$ cat src/rtl/clkdiv_pkg.sv
// Shared constants and types for the multi-channel clock divider.
package clkdiv_pkg;

    localparam int unsigned CNT_W_DEFAULT   = 21;
    localparam int unsigned DEFAULT_DIV_VAL = 192000;
    localparam int unsigned CH_IDX_W        = 3;

    typedef logic [CNT_W_DEFAULT-1:0] div_t;

endpackage

$ cat src/rtl/clkdiv_channel.sv
// One divider channel: counter, double-buffered divisor, square wave and tick.
module clkdiv_channel
    import clkdiv_pkg::*;
#(
    parameter int unsigned CNT_W       = CNT_W_DEFAULT,
    parameter int unsigned DEFAULT_DIV = DEFAULT_DIV_VAL
) (
    input  logic             clk,
    input  logic             rst,
    input  logic             en,
    input  logic             sync,
    input  logic             wr,
    input  logic [CNT_W-1:0] wdata,
    output logic             pending,
    output logic             clk_out,
    output logic             tick
);

    logic [CNT_W-1:0] cnt_q,        cnt_d;
    logic [CNT_W-1:0] div_active_q, div_active_d;
    logic [CNT_W-1:0] div_shadow_q, div_shadow_d;
    logic             pending_q,    pending_d;
    logic             clk_out_q,    clk_out_d;
    logic             tick_q,       tick_d;
    logic             terminal;
    logic             apply;

    always_ff @(posedge clk or posedge rst) begin
        if (rst) begin
            cnt_q        <= '0;
            div_active_q <= CNT_W'(DEFAULT_DIV);
            div_shadow_q <= '0;
            pending_q    <= 1'b0;
            clk_out_q    <= 1'b0;
            tick_q       <= 1'b0;
        end else begin
            cnt_q        <= cnt_d;
            div_active_q <= div_active_d;
            div_shadow_q <= div_shadow_d;
            pending_q    <= pending_d;
            clk_out_q    <= clk_out_d;
            tick_q       <= tick_d;
        end
    end

    always_comb begin
        terminal     = (cnt_q == div_active_q);
        apply        = !en || sync || terminal;
        cnt_d        = cnt_q + CNT_W'(1);
        clk_out_d    = clk_out_q;
        tick_d       = 1'b0;
        div_active_d = div_active_q;
        div_shadow_d = div_shadow_q;
        pending_d    = pending_q;

        // Disable and sync both restart the phase; sync outranks terminal.
        if (!en || sync) begin
            cnt_d     = '0;
            clk_out_d = 1'b0;
        end else if (terminal) begin
            cnt_d     = '0;
            clk_out_d = ~clk_out_q;
            tick_d    = 1'b1;
        end

        // Apply consumes the old shadow; a same-cycle write re-arms pending.
        if (apply && pending_q) begin
            div_active_d = div_shadow_q;
            pending_d    = 1'b0;
        end
        if (wr) begin
            div_shadow_d = wdata;
            pending_d    = 1'b1;
        end
    end

    assign pending = pending_q;
    assign clk_out = clk_out_q;
    assign tick    = tick_q;

endmodule

$ cat src/rtl/multi_clock_divider.sv
// NUM_CH independent programmable clock dividers sharing sync and a config bus.
module multi_clock_divider
    import clkdiv_pkg::*;
#(
    parameter int unsigned NUM_CH      = 2,
    parameter int unsigned CNT_W       = CNT_W_DEFAULT,
    parameter int unsigned DEFAULT_DIV = DEFAULT_DIV_VAL
) (
    input  logic                clk,
    input  logic                rst,
    input  logic [NUM_CH-1:0]   en,
    input  logic                sync,
    input  logic                cfg_wr,
    input  logic [CH_IDX_W-1:0] cfg_ch,
    input  logic [CNT_W-1:0]    cfg_div,
    output logic [NUM_CH-1:0]   pending,
    output logic [NUM_CH-1:0]   clk_out,
    output logic [NUM_CH-1:0]   tick
);

    logic [NUM_CH-1:0] wr_sel;

    // Out-of-range channel indices match no channel and are dropped.
    always_comb begin
        wr_sel = '0;
        for (int unsigned i = 0; i < NUM_CH; i++) begin
            wr_sel[i] = cfg_wr && (cfg_ch == CH_IDX_W'(i));
        end
    end

    for (genvar g = 0; g < int'(NUM_CH); g++) begin : g_ch
        clkdiv_channel #(
            .CNT_W       (CNT_W),
            .DEFAULT_DIV (DEFAULT_DIV)
        ) u_ch (
            .clk     (clk),
            .rst     (rst),
            .en      (en[g]),
            .sync    (sync),
            .wr      (wr_sel[g]),
            .wdata   (cfg_div),
            .pending (pending[g]),
            .clk_out (clk_out[g]),
            .tick    (tick[g])
        );
    end

endmodule

$ cat config.mk
export PLATFORM = sky130hd
export DESIGN_NAME = multi_clock_divider
export DESIGN_NICKNAME = d
export VERILOG_FILES = /design/src/rtl/clkdiv_pkg.sv /design/src/rtl/clkdiv_channel.sv /design/src/rtl/multi_clock_divider.sv
export SDC_FILE = /design/constraint.sdc
export NUM_CORES = 1
export LEC_CHECK = 0
export CAP_MARGIN = 40
export CORE_MARGIN = 4
export CORE_UTILIZATION = 35
export CTS_CLUSTER_SIZE = 12
export DETAILED_ROUTE_END_ITERATION = 16
export GPL_ROUTABILITY_DRIVEN = 1
export GPL_TIMING_DRIVEN = 0
export PLACE_DENSITY = 0.62
export SLEW_MARGIN = 10
export SYNTH_ARGS = -nofsm -noshare
export SYNTH_HDL_FRONTEND = slang
export SYNTH_HIERARCHICAL = 1
export SYNTH_SLANG_ARGS = --single-unit
$ cat constraint.sdc
create_clock -name clk -period 2.4 [get_ports clk]
set_input_delay 0.24 -clock clk [delete_from_list [all_inputs] [get_ports clk]]
set_output_delay 0.24 -clock clk [all_outputs]
set_load 0.05 [all_outputs]
; Word-level counts from Yosys, hierarchy flattened
; Cells that the tools add are included.
[word_totals]
reg_bits = 132
output_inout_bits = 6
elab_cells = 50
[op_classes]
addsub = 2
n_eq_ne = 3
muxes = 16
bitwise_logic = 2
n_reduce_logical = 15
[op_table]
columns = op, count
row1 = $mux 21, 4
row2 = $add 21x1->21 const B, 2
row3 = $eq 21x21->1, 2
row4 = $mux 1, 12
row5 = $reduce_bool 2->1, 4
row6 = $logic_and 1x1->1, 4
row7 = $logic_or 1x1->1, 4
row8 = $eq 3x1->1 const B, 1
row9 = $logic_not 3->1, 1
row10 = $logic_not 1->1, 2
row11 = $not 1->1, 2

; Longest topological paths before layout
; Gate-level depths: netlist (run 1).
[logic_depth]
depth_word = 6
ltp_mapped = 8

; By module
; Netlist (run 1), hierarchy kept.
[modules_own_cells]
columns = module, instances, cells_per_inst, area_each_um2, seq_area_each_um2
row1 = clkdiv_channel, 2, 351, 3469.6, 1660.3
row2 = multi_clock_divider, 1, 2, 27.5, 0.0

; Least setup slack after synthesis (run 1)
; OpenSTA, ideal clock, no wires.
[synth_timing]
kind = register -> register
start = register g_ch[0].u_ch.div_active_q[11]
end = register g_ch[0].u_ch.div_active_q[10]
arrival_time_ps = 1717
t_required_ps = 2289
slack_ps = 572
stages_incl_launch_ff = 7
n_path_buf = 1
period_less_slack_ps = 1828
path_cell_list = dfstp_2 xor2_1 nor4_2 nand4_2 clkbuf_1 or3_1 o311ai_0
[synth_between]
elab_chain_cells = 3
[synth_rtl]
columns = element, line
row1 = start: declaration, clkdiv_channel.sv:20  ; logic [CNT_W-1:0] div_active_q, div_active_d;
row2 = start signal: assignment, clkdiv_channel.sv:31  ; div_active_q <= CNT_W'(DEFAULT_DIV);
row3 = start signal: assignment, clkdiv_channel.sv:38  ; div_active_q <= div_active_d;
row4 = $eq 21x21->1, clkdiv_channel.sv:47  ; terminal = (cnt_q == div_active_q);
row5 = $logic_or 1x1->1, clkdiv_channel.sv:48  ; apply = !en || sync || terminal;
row6 = $logic_and 1x1->1, clkdiv_channel.sv:67  ; if (apply && pending_q) begin
; Every way passes these cells.
; A chain may end at the register's enable or synchronous reset.

; Worst setup path in the final report (run 1)
[layout_timing]
start = register g_ch[0].u_ch.div_active_q[11]
end = register g_ch[0].u_ch.div_active_q[13]
; Same word-level chain as after synthesis.

==> reports/metrics.csv, run 1 <==
metric;value;unit
via_per_inst;5.44;
final_nets;792;
die_area;22200;sq um
critical_path_class;reg -> reg;
clkSinkCount;132;
grt_pass1_wl;29.0;mm
grt_pass1_vias;5646;
r2r-end;g_ch[0].u_ch/div_active_q[13];
slew-limit-headroom;36.4;%
die_w;149;um
whs;0.222;ns
diodes;0;
fin_crit_sh;92.9;%
status;complete, no violations;
dp_slack;0.157;ns
synth_cell_types;34;
power;0.00576;W
vias;5642;
hold_buffers;0;
maxSlewViolCount;0;
layout_setup_ws;0.170;ns
grt_max_degree;47;
drt_iter0_drc;437;
dpl.hpwl;12.5;mm
ys_ff_latch;132;
yosys-top-cells-area;dfrtp_1 (42%), xor2_1 (7.8%), mux2_2 (6.8%), dfstp_2 (5.3%), o311ai_0 (4.8%);
hp-class;in -> async;
p_leak;3.19;nW
yosysTopAreaCellShare;42.4;%
drc;0;
wirelength;17.4;mm
io_buffers;35;
cts_root_buffer;clkbuf_16;
die_h;149;um
crit_fanout;10;
finalSetupViolCount;0;
cp.required;2.69;ns
yosys_warnings;6;
syn2layout_area_growth;19.0;%
htree_levels;4;
io_pins;36;
overflow;0;
synth_top_cell_by_area;dfrtp_1;
drtAntennaViolNets;0;
cp-start-kind;flip-flop;
synth_flop_cell;dfrtp_1;
worst_setup_path_end_kind;flip-flop;
rrSetupSlack;0.17;ns
drive_above_1_share;14.7;%
drv_cap;0;
r2r_start;g_ch[0].u_ch/div_active_q[11];
first_pass_iters;5;
critPathArrivalTime;2.52;ns
syn_area;6970;sq um
syn_avg_cell_area;9.90;sq um
antenna_found_initial;0;
clockBufferDepth;2;
syn_nets;736;
postCtsSetupRepairBufs;0;
row_count;51;
grt_use_total;16.3;%
reg2reg_depth;6;
finClkSkew;0.00824;ns
peakVddDrop;449;uV
synth_edf_count;0;
start_util;35.7;%
powerDensity;694;nW/um^2
synth_cells;704;
clkSlewWorstSetupHoldPaths;0.06;ns
period_needed;2.23;ns
cts_made_buffers;17;
wire_per_inst;16.8;um
synth-async-reset-ratio;100;%
fmax;448;MHz
cts_tree;done;
insertion_delay;0.42;ns
ys_seq_area_share;47.7;%
place_congestion;0.847;
worst_slew_pin_slew;0.945;ns
core_area;19500;sq um
hold_viol_final;0;
-- critical path, cell delays in order, from the launching register on --
cell      delay, ns
dfstp_2        0.57
xor2_1         0.09
nor4_2         0.34
nand4_2        0.25
clkbuf_1       0.29
or3_1          0.43
o311ai_0       0.14
-- power by group --
part | internal, W | switching [W] | total (W)
combinational | 0.000316 | 0.000317 | 0.000633
sequential | 0.00247 | 0.000154 | 0.00262
clock | 0.00159 | 0.000917 | 0.00250
-- how the worst max path moves through the flow --
stage	from	to	slack [ns]
after CTS	g_ch[0].u_ch/div_active_q[14]	g_ch[0].u_ch/div_active_q[13]	0.15
after global routing	g_ch[1].u_ch/cnt_q[2]	g_ch[1].u_ch/div_active_q[12]	-0.0005
after floorplan	rst	g_ch[0].u_ch/clk_out	0.52
after global placement	rst	g_ch[1].u_ch/cnt_q[13]	-0.73
after detailed placement	cfg_ch[0]	g_ch[0].u_ch/div_shadow_q[18]	0.16
final	g_ch[0].u_ch/div_active_q[11]	g_ch[0].u_ch/div_active_q[13]	0.17
-- through the flow --
stage          utilization, %   TNS (ns)  cell area [sq um]  std cells
2_1_floorplan               -          0               6970        704
3_3_place_gp             39.2     -86.18               7650       1004
3_5_place_dp             39.5          0               7710       1006
4_1_cts                  42.4          0               8280       1038
5_1_grt                  42.5  -0.000461               8290       1038
6_report                 42.5          0               8290       1038
-- final cells by class --
type | instances | area [sq um]
plain buffers | 50 | 203
clock buffers | 28 | 527
clock inverters | 4 | 45.0
fillers | 1907 | 11200
inverters | 52 | 200
multi-input cells | 470 | 3260
flip-flops and latches | 132 | 3320
well taps | 265 | 332
repair buffers | 37 | 405
-- layout by cell type (no fill, tap or decap), types with 38 or more instances in the layout --
master	Yosys	layout
or3_1	44	44
mux2_2	42	42
dfrtp_1	118	118
a31oi_1	42	42
nand2_1	56	54
nor2_1	52	52
xor2_1	62	62
inv_1	52	50
o22ai_1	42	42
o311ai_0	38	38
clkbuf_1	34	39
-- timing repair --
item,in CTS,in global routing
endpoints found under the hold margin,0,0
gates resized for setup,0,3
setup endpoints to repair,0,19
-- cell usage after synthesis, types with 4 or more instances --
| library cell | number |
|---|---|
| dfrtp_1 | 118 |
| xor2_1 | 62 |
| nand2_1 | 56 |
| inv_1 | 52 |
| nor2_1 | 52 |
| or3_1 | 44 |
| a31oi_1 | 42 |
| mux2_2 | 42 |
| o22ai_1 | 42 |
| o311ai_0 | 38 |
| clkbuf_1 | 34 |
| xnor2_1 | 18 |
| dfstp_2 | 14 |
| nand3_1 | 14 |
| buf_2 | 12 |
| nand4_1 | 10 |
| and4_1 | 6 |
| nor3_1 | 6 |
| nor4_1 | 6 |
| nor4_2 | 6 |
| buf_1 | 4 |
| o311ai_1 | 4 |
-- kinds of logic (layout without fill, tap and decap cells) --
group,after synthesis,count (layout),synth area share (%)
buf+inv,102,171,5.71
flops,132,132,47.7
simple gates,212,212,15.9
xor+xnor,80,80,10.1
compound gates,134,134,13.5
mux,42,42,6.79
fa+ha+maj,2,2,0.359
-- layer usage --
metal | GRT usage, % | share of wire, %
met3 | 4.01 | 5.4
met4 | 4.99 | 1.3
met2 | 22.7 | 43
met1 | 24.9 | 50
met5 | 0 | 0
-- flip-flops by register name, summed over array words and instances, names as in the netlist --
signal and flops:
g_ch.u_ch/clk_out 2, g_ch.u_ch/cnt_q 42, g_ch.u_ch/div_active_q 42, g_ch.u_ch/div_shadow_q 42, g_ch.u_ch/pending 2, g_ch.u_ch/tick 2
Power figures use the tool's default switching activity.
==> run 2, diff against run 1 <==
Settings changed: CELL_PAD_IN_SITES_DETAIL_PLACEMENT from default to 1, CELL_PAD_IN_SITES_GLOBAL_PLACEMENT from default to 2, CORE_MARGIN 4 to 5, CORE_UTILIZATION 35 to 39, PLACE_DENSITY 0.62 to 0.9.
==> run 2 against run 1 <==
- combinational power up 3.6%
- maximum frequency down 2.4%
- worst setup slack worse by 0.054 ns
- power up 9.2%
- via count up 2.6%
- non-clock buffer count unchanged
- critical path type unchanged
- highest routed layer unchanged
==> reports/metrics.csv, run 2 (synthesis gave the netlist of run 1 again) <==
metric;value;unit;change
drc;0;;unchanged
status;complete, no violations;;
postCtsSetupRepairBufs;0;;unchanged
dpl.hpwl;14.2;mm;+14%
final_common_cell;dfrtp_1;;
place_area;7630;sq um;-1.0%
worst_setup_path_end_kind;flip-flop;;
die_area;20600;sq um;-7.2%
overflow;0;;unchanged
clockBufferDepth;2;;unchanged
dp_slack;0.114;ns;-0.0424 ns
clkSlewWorstSetupHoldPaths;0.06;ns;about the same
design_area;8340;sq um;+0.63%
wire_per_inst;20.1;um;+20%
die_h;144;um;-3.6%
vias;5791;;+2.6%
grt_max_degree;67;;+43%
final_core_util;47.9;%;+5.4 points
critPathArrivalTime;2.56;ns;+0.04 ns
slew-limit-headroom;36.6;%;+0.15 points
io_pins;36;;unchanged
wirelength;20.1;mm;+15%
fmax;438;MHz;-2.4%
rsz0062_at_grt;no;;
finClkSkew;0.00725;ns;-0.000985 ns
drive_above_1_share;15.3;%;+0.52 points
top_regs;g_ch.u_ch/cnt_q x42, g_ch.u_ch/div_active_q x42, g_ch.u_ch/div_shadow_q x42;;
final_cell_mix;dfrtp_1 (118), xor2_1 (62), nand2_1 (54);;
fin_crit_sh;95.2;%;+2.2 points
drtAntennaViolNets;0;;unchanged
finalSetupViolCount;0;;unchanged
grt_use_total;20.5;%;+4.2 points
clkSinkCount;132;;unchanged
grt_pass1_wl;33.6;mm;+16%
period_needed;2.28;ns;+0.0538 ns
insertion_delay;0.42;ns;about the same
power;0.00629;W;+9.2%
antenna_found_initial;0;;unchanged
cts_made_buffers;17;;unchanged
syn2layout_area_growth;19.8;%;
drt_iter0_drc;376;;-14%
cts_root_buffer;clkbuf_16;;
ctsResizeCount;0;;unchanged
finalSetupTns;0;ns;unchanged
cp.required;2.68;ns;about the same
row_count;48;;-5.9%
drv_cap;0;;unchanged
grt_pass1_vias;6450;;+14%
htree_levels;4;;unchanged
layout_setup_ws;0.116;ns;-0.0538 ns
cp-start-kind;flip-flop;;
powerDensity;753;nW/um^2;+8.5%
die_w;144;um;-3.6%
hold_viol_final;0;;unchanged
via_per_inst;5.80;;+6.8%
peakVddDrop;503;uV;+12%
core_area;17400;sq um;-11%
diodes;0;;unchanged
maxSlewViolCount;0;;unchanged
start_util;40.0;%;+4.3 points
hold_buffers;0;;unchanged
worst_slew_pin_slew;0.943;ns;-0.00225 ns
final_nets;792;;unchanged
cts_tree;done;;
hp-class;in -> async;;
first_pass_iters;5;;unchanged
p_leak;3.24;nW;+1.6%
crit_fanout;10;;unchanged
io_buffers;35;;unchanged
place_congestion;0.832;;-1.8%
critical_path_class;reg -> reg;;
[run 2: final cells by class]
| type | count | area (sq um) |
|---|---|---|
| Buffer | 49 | 201 |
| Tap cell | 225 | 282 |
| Timing Repair Buffer | 38 | 410 |
| Fill cell | 1993 | 9070 |
| Clock inverter | 9 | 198 |
| Sequential cell | 132 | 3320 |
| Clock buffer | 23 | 478 |
| Inverter | 52 | 200 |
| Multi-Input combinational cell | 470 | 3250 |
[run 2: worst paths after layout]
kind                                            endpoint  depth (start not counted)                          start  slack, ns
setup / recovery            g_ch[0].u_ch/div_active_q[7]                          6  g_ch[0].u_ch/div_active_q[11]       0.12
hold / removal              g_ch[1].u_ch/div_shadow_q[3]                          2                            rst       0.14
setup reg to reg            g_ch[0].u_ch/div_active_q[7]                          6  g_ch[0].u_ch/div_active_q[11]       0.12
hold reg to reg            g_ch[0].u_ch/div_shadow_q[15]                          1  g_ch[0].u_ch/div_shadow_q[15]       0.51
max in group asynchronous  g_ch[0].u_ch/div_active_q[11]                          3                            rst       1.62
min in group clk           g_ch[1].u_ch/div_shadow_q[16]                          2                    cfg_div[16]       0.45
[run 2: where the power goes]
| group | leakage, nW | switching (W) | internal (W) |
|---|---|---|---|
| sequential | 1.58 | 0.000165 | 0.00247 |
| clock | 0.327 | 0.000969 | 0.00203 |
| combinational | 1.33 | 0.000340 | 0.000316 |
[run 2: metrics by stage]
stage / instances / hold slack (ns)
2_1_floorplan: 704 / 0.392
3_3_place_gp: 964 / 0.496
3_5_place_dp: 965 / 0.497
4_1_cts: 997 / 0.186
5_1_grt: 998 / 0.154
6_report: 998 / 0.143
[run 2: worst max-delay path, stage by stage (launching register included)]
cell and delay, ns:
dfstp_2 0.58, xor2_1 0.09, nor4_2 0.41, nand4_2 0.25, clkbuf_2 0.27, or3_1 0.39, o311ai_0 0.14
[run 2: metal layers]
metal  vias up  share of wire [%]  global-route usage [%]
li1       2646                  -                       -
met1      2990                 47                    28.2
met2       130                 48                    33.3
met3        25                3.6                    3.69
met4         0                1.6                    5.85
met5         -                  0                       0
==> run 3, diff against run 2 <==
Settings changed: CORE_UTILIZATION 39 to 42, DONT_BUFFER_PORTS from default to 1, PLACE_DENSITY 0.9 to 0.91.
==> run 3 against run 2 <==
- clock power shrank 4%
- count of clock-buffer cells in the layout grew 1
- sequential share of layout area grew 0.71 points
- worst setup slack gained 0.035 ns
- worst hold slack lost 0.023 ns
- non-clock buffer count shrank 12
==> reports/metrics.csv, run 3 (synthesis gave the netlist of run 1 again) <==
metric;value;unit;change
insertion_delay;0.42;ns;about the same
die_h;139;um;-3.4%
peakVddDrop;491;uV;-2.5%
overflow;0;;unchanged
finClkSkew;0.00579;ns;-0.00146 ns
htree_levels;4;;unchanged
core_area;16400;sq um;-5.8%
period_needed;2.25;ns;-0.0349 ns
finalSetupViolCount;0;;unchanged
worst_slew_pin_slew;0.900;ns;-0.0425 ns
postCtsSetupRepairBufs;0;;unchanged
clkSinkCount;132;;unchanged
hp-class;in -> reg;;
cts_tree;done;;
cts_made_buffers;17;;unchanged
grt_pass1_wl;33.1;mm;-1.7%
start_util;42.5;%;+2.5 points
final_cell_mix;dfrtp_1 (118), xor2_1 (62), nand2_1 (54);;
critPathArrivalTime;2.51;ns;-0.05 ns
io_pins;36;;unchanged
critical_path.max_stage_delay;0.36;ns;-0.22 ns
design_area;8200;sq um;-1.8%
final_core_util;50.0;%;+2.1 points
cp.required;2.66;ns;-0.02 ns
via_per_inst;5.77;;-0.62%
wirelength;19.9;mm;-0.88%
crit_path_cell_trace;clkbuf_1 > xor2_1 > nor4_1 > nand2_2 > buf_2 > buf_2 > a31oi_1 > o311ai_0;;
gr-usage-met3;4.66;%;+0.96 points
die_area;19300;sq um;-6.7%
drtAntennaViolNets;0;;unchanged
grt_max_degree;48;;-28%
dpl.hpwl;14.2;mm;+0.26%
top_regs;g_ch.u_ch/cnt_q x42, g_ch.u_ch/div_active_q x42, g_ch.u_ch/div_shadow_q x42;;
grt-busiest-layer;met2;;
grt_pass1_vias;6162;;-4.5%
antenna_found_initial;1;;+1
worst_setup_path_end_kind;flip-flop;;
final_common_cell;dfrtp_1;;
wire_per_inst;20.3;um;+0.73%
fmax;445;MHz;+1.6%
whs;0.120;ns;-0.0230 ns
clkSlewWorstSetupHoldPaths;0.06;ns;about the same
gr-usage-met2;36.2;%;+2.9 points
critical_path_class;reg -> reg;;
io_buffers;0;;-100%
drc;0;;unchanged
vias;5663;;-2.2%
cts_root_buffer;clkbuf_16;;
use_met1;26.4;%;-1.8 points
grt_use_total;21.1;%;+0.60 points
status;complete, no violations;;
place_congestion;0.835;;+0.31%
powerDensity;749;nW/um^2;-0.55%
clockBufferDepth;2;;unchanged
final_nets;780;;-1.5%
syn2layout_area_growth;17.7;%;
row_count;47;;-2.1%
fin_crit_sh;93.7;%;-1.5 points
first_pass_iters;5;;unchanged
slew-limit-headroom;39.4;%;+2.9 points
cp_slowest_cell;dfrtp_1;;
place_area;7290;sq um;-4.4%
crit_fanout;10;;unchanged
fillers;1806;;-9.4%
drv_cap;0;;unchanged
p_leak;3.18;nW;-1.7%
drt_iter0_drc;467;;+24%
cp_common_cell;buf_2;;
hold_viol_final;0;;unchanged
drive_above_1_share;15.9;%;+0.63 points
die_w;139;um;-3.4%
cp-start-kind;flip-flop;;
maxSlewViolCount;0;;unchanged
run 3: cell types whose count changed in the layout (fill, tap and decap cells not counted), moves of 2 or more:
cell             delta
bufinv_16           -2
clkbuf_8            +3
clkdlybuf4s50_1    -35
dlygate4sd3_1      +22
run 3: final cells by class:
type	count	area (sq um)	share of cell area [%]
Antenna cell	1	2.50	0.0305
Buffer	50	204	2.49
Clock buffer	24	512	6.24
Clock inverter	8	145	1.77
Inverter	52	200	2.44
Multi-Input combinational cell	470	3260	39.8
Sequential cell	132	3320	40.5
Tap cell	220	275	3.36
Timing Repair Buffer	25	273	3.33
run 3: what timing repair did:
| action | 4_1_cts | 5_1_grt |
|---|---|---|
| hold buffers | 22 | 0 |
| endpoints found under the setup margin | 0 | 14 |
| hold endpoints to repair | 131 | 0 |
| gates resized for setup | 0 | 6 |
run 3: routing by layer:
metal	routed length, um	vias up
met4	429	0
met1	8510	2887
li1	-	2619
met3	644	33
met5	0	-
met2	10300	124
run 3: power breakdown:
group          leakage [nW]  switching (W)  internal (W)  total, W
clock network         0.318       0.000972       0.00190   0.00287
registers              1.58       0.000180       0.00247   0.00265
logic                  1.28       0.000324      0.000296  0.000620
run 3: worst paths after layout:
| kind | start | to | slack [ns] | depth (start not counted) |
|---|---|---|---|---|
| worst min-delay path | cfg_ch[0] | g_ch[0].u_ch/div_shadow_q[16] | 0.12 | 2 |
| worst max-delay path | g_ch[0].u_ch/cnt_q[2] | g_ch[0].u_ch/div_active_q[2] | 0.15 | 8 |
| worst min register to register | g_ch[1].u_ch/div_shadow_q[10] | g_ch[1].u_ch/div_shadow_q[10] | 0.51 | 1 |
| worst max register to register | g_ch[0].u_ch/cnt_q[2] | g_ch[0].u_ch/div_active_q[2] | 0.15 | 8 |
| min in group asynchronous | rst | g_ch[0].u_ch/clk_out | 0.34 | 2 |
| max in group asynchronous | rst | g_ch[1].u_ch/div_active_q[10] | 1.42 | 3 |
run 3: per-stage QoR:
stage	setup WS [ns]	total power [W]	setup TNS [ns]	cells
2_1_floorplan	0.517	0.00306	0	704
3_3_place_gp	-0.248	0.00319	-27.36	924
3_5_place_dp	0.175	0.00325	0	926
4_1_cts	0.132	0.00620	0	980
5_1_grt	-0.0353	0.00639	-0.0642	982
6_report	0.151	0.00614	0	982
run 3: critical path: cells and delay by family (launching register included):
family / cells / cell delay (ns)
buf+inv: 3 / 0.63
simple gates: 2 / 0.53
compound gates: 2 / 0.39
flops: 1 / 0.36
xor+xnor: 1 / 0.18
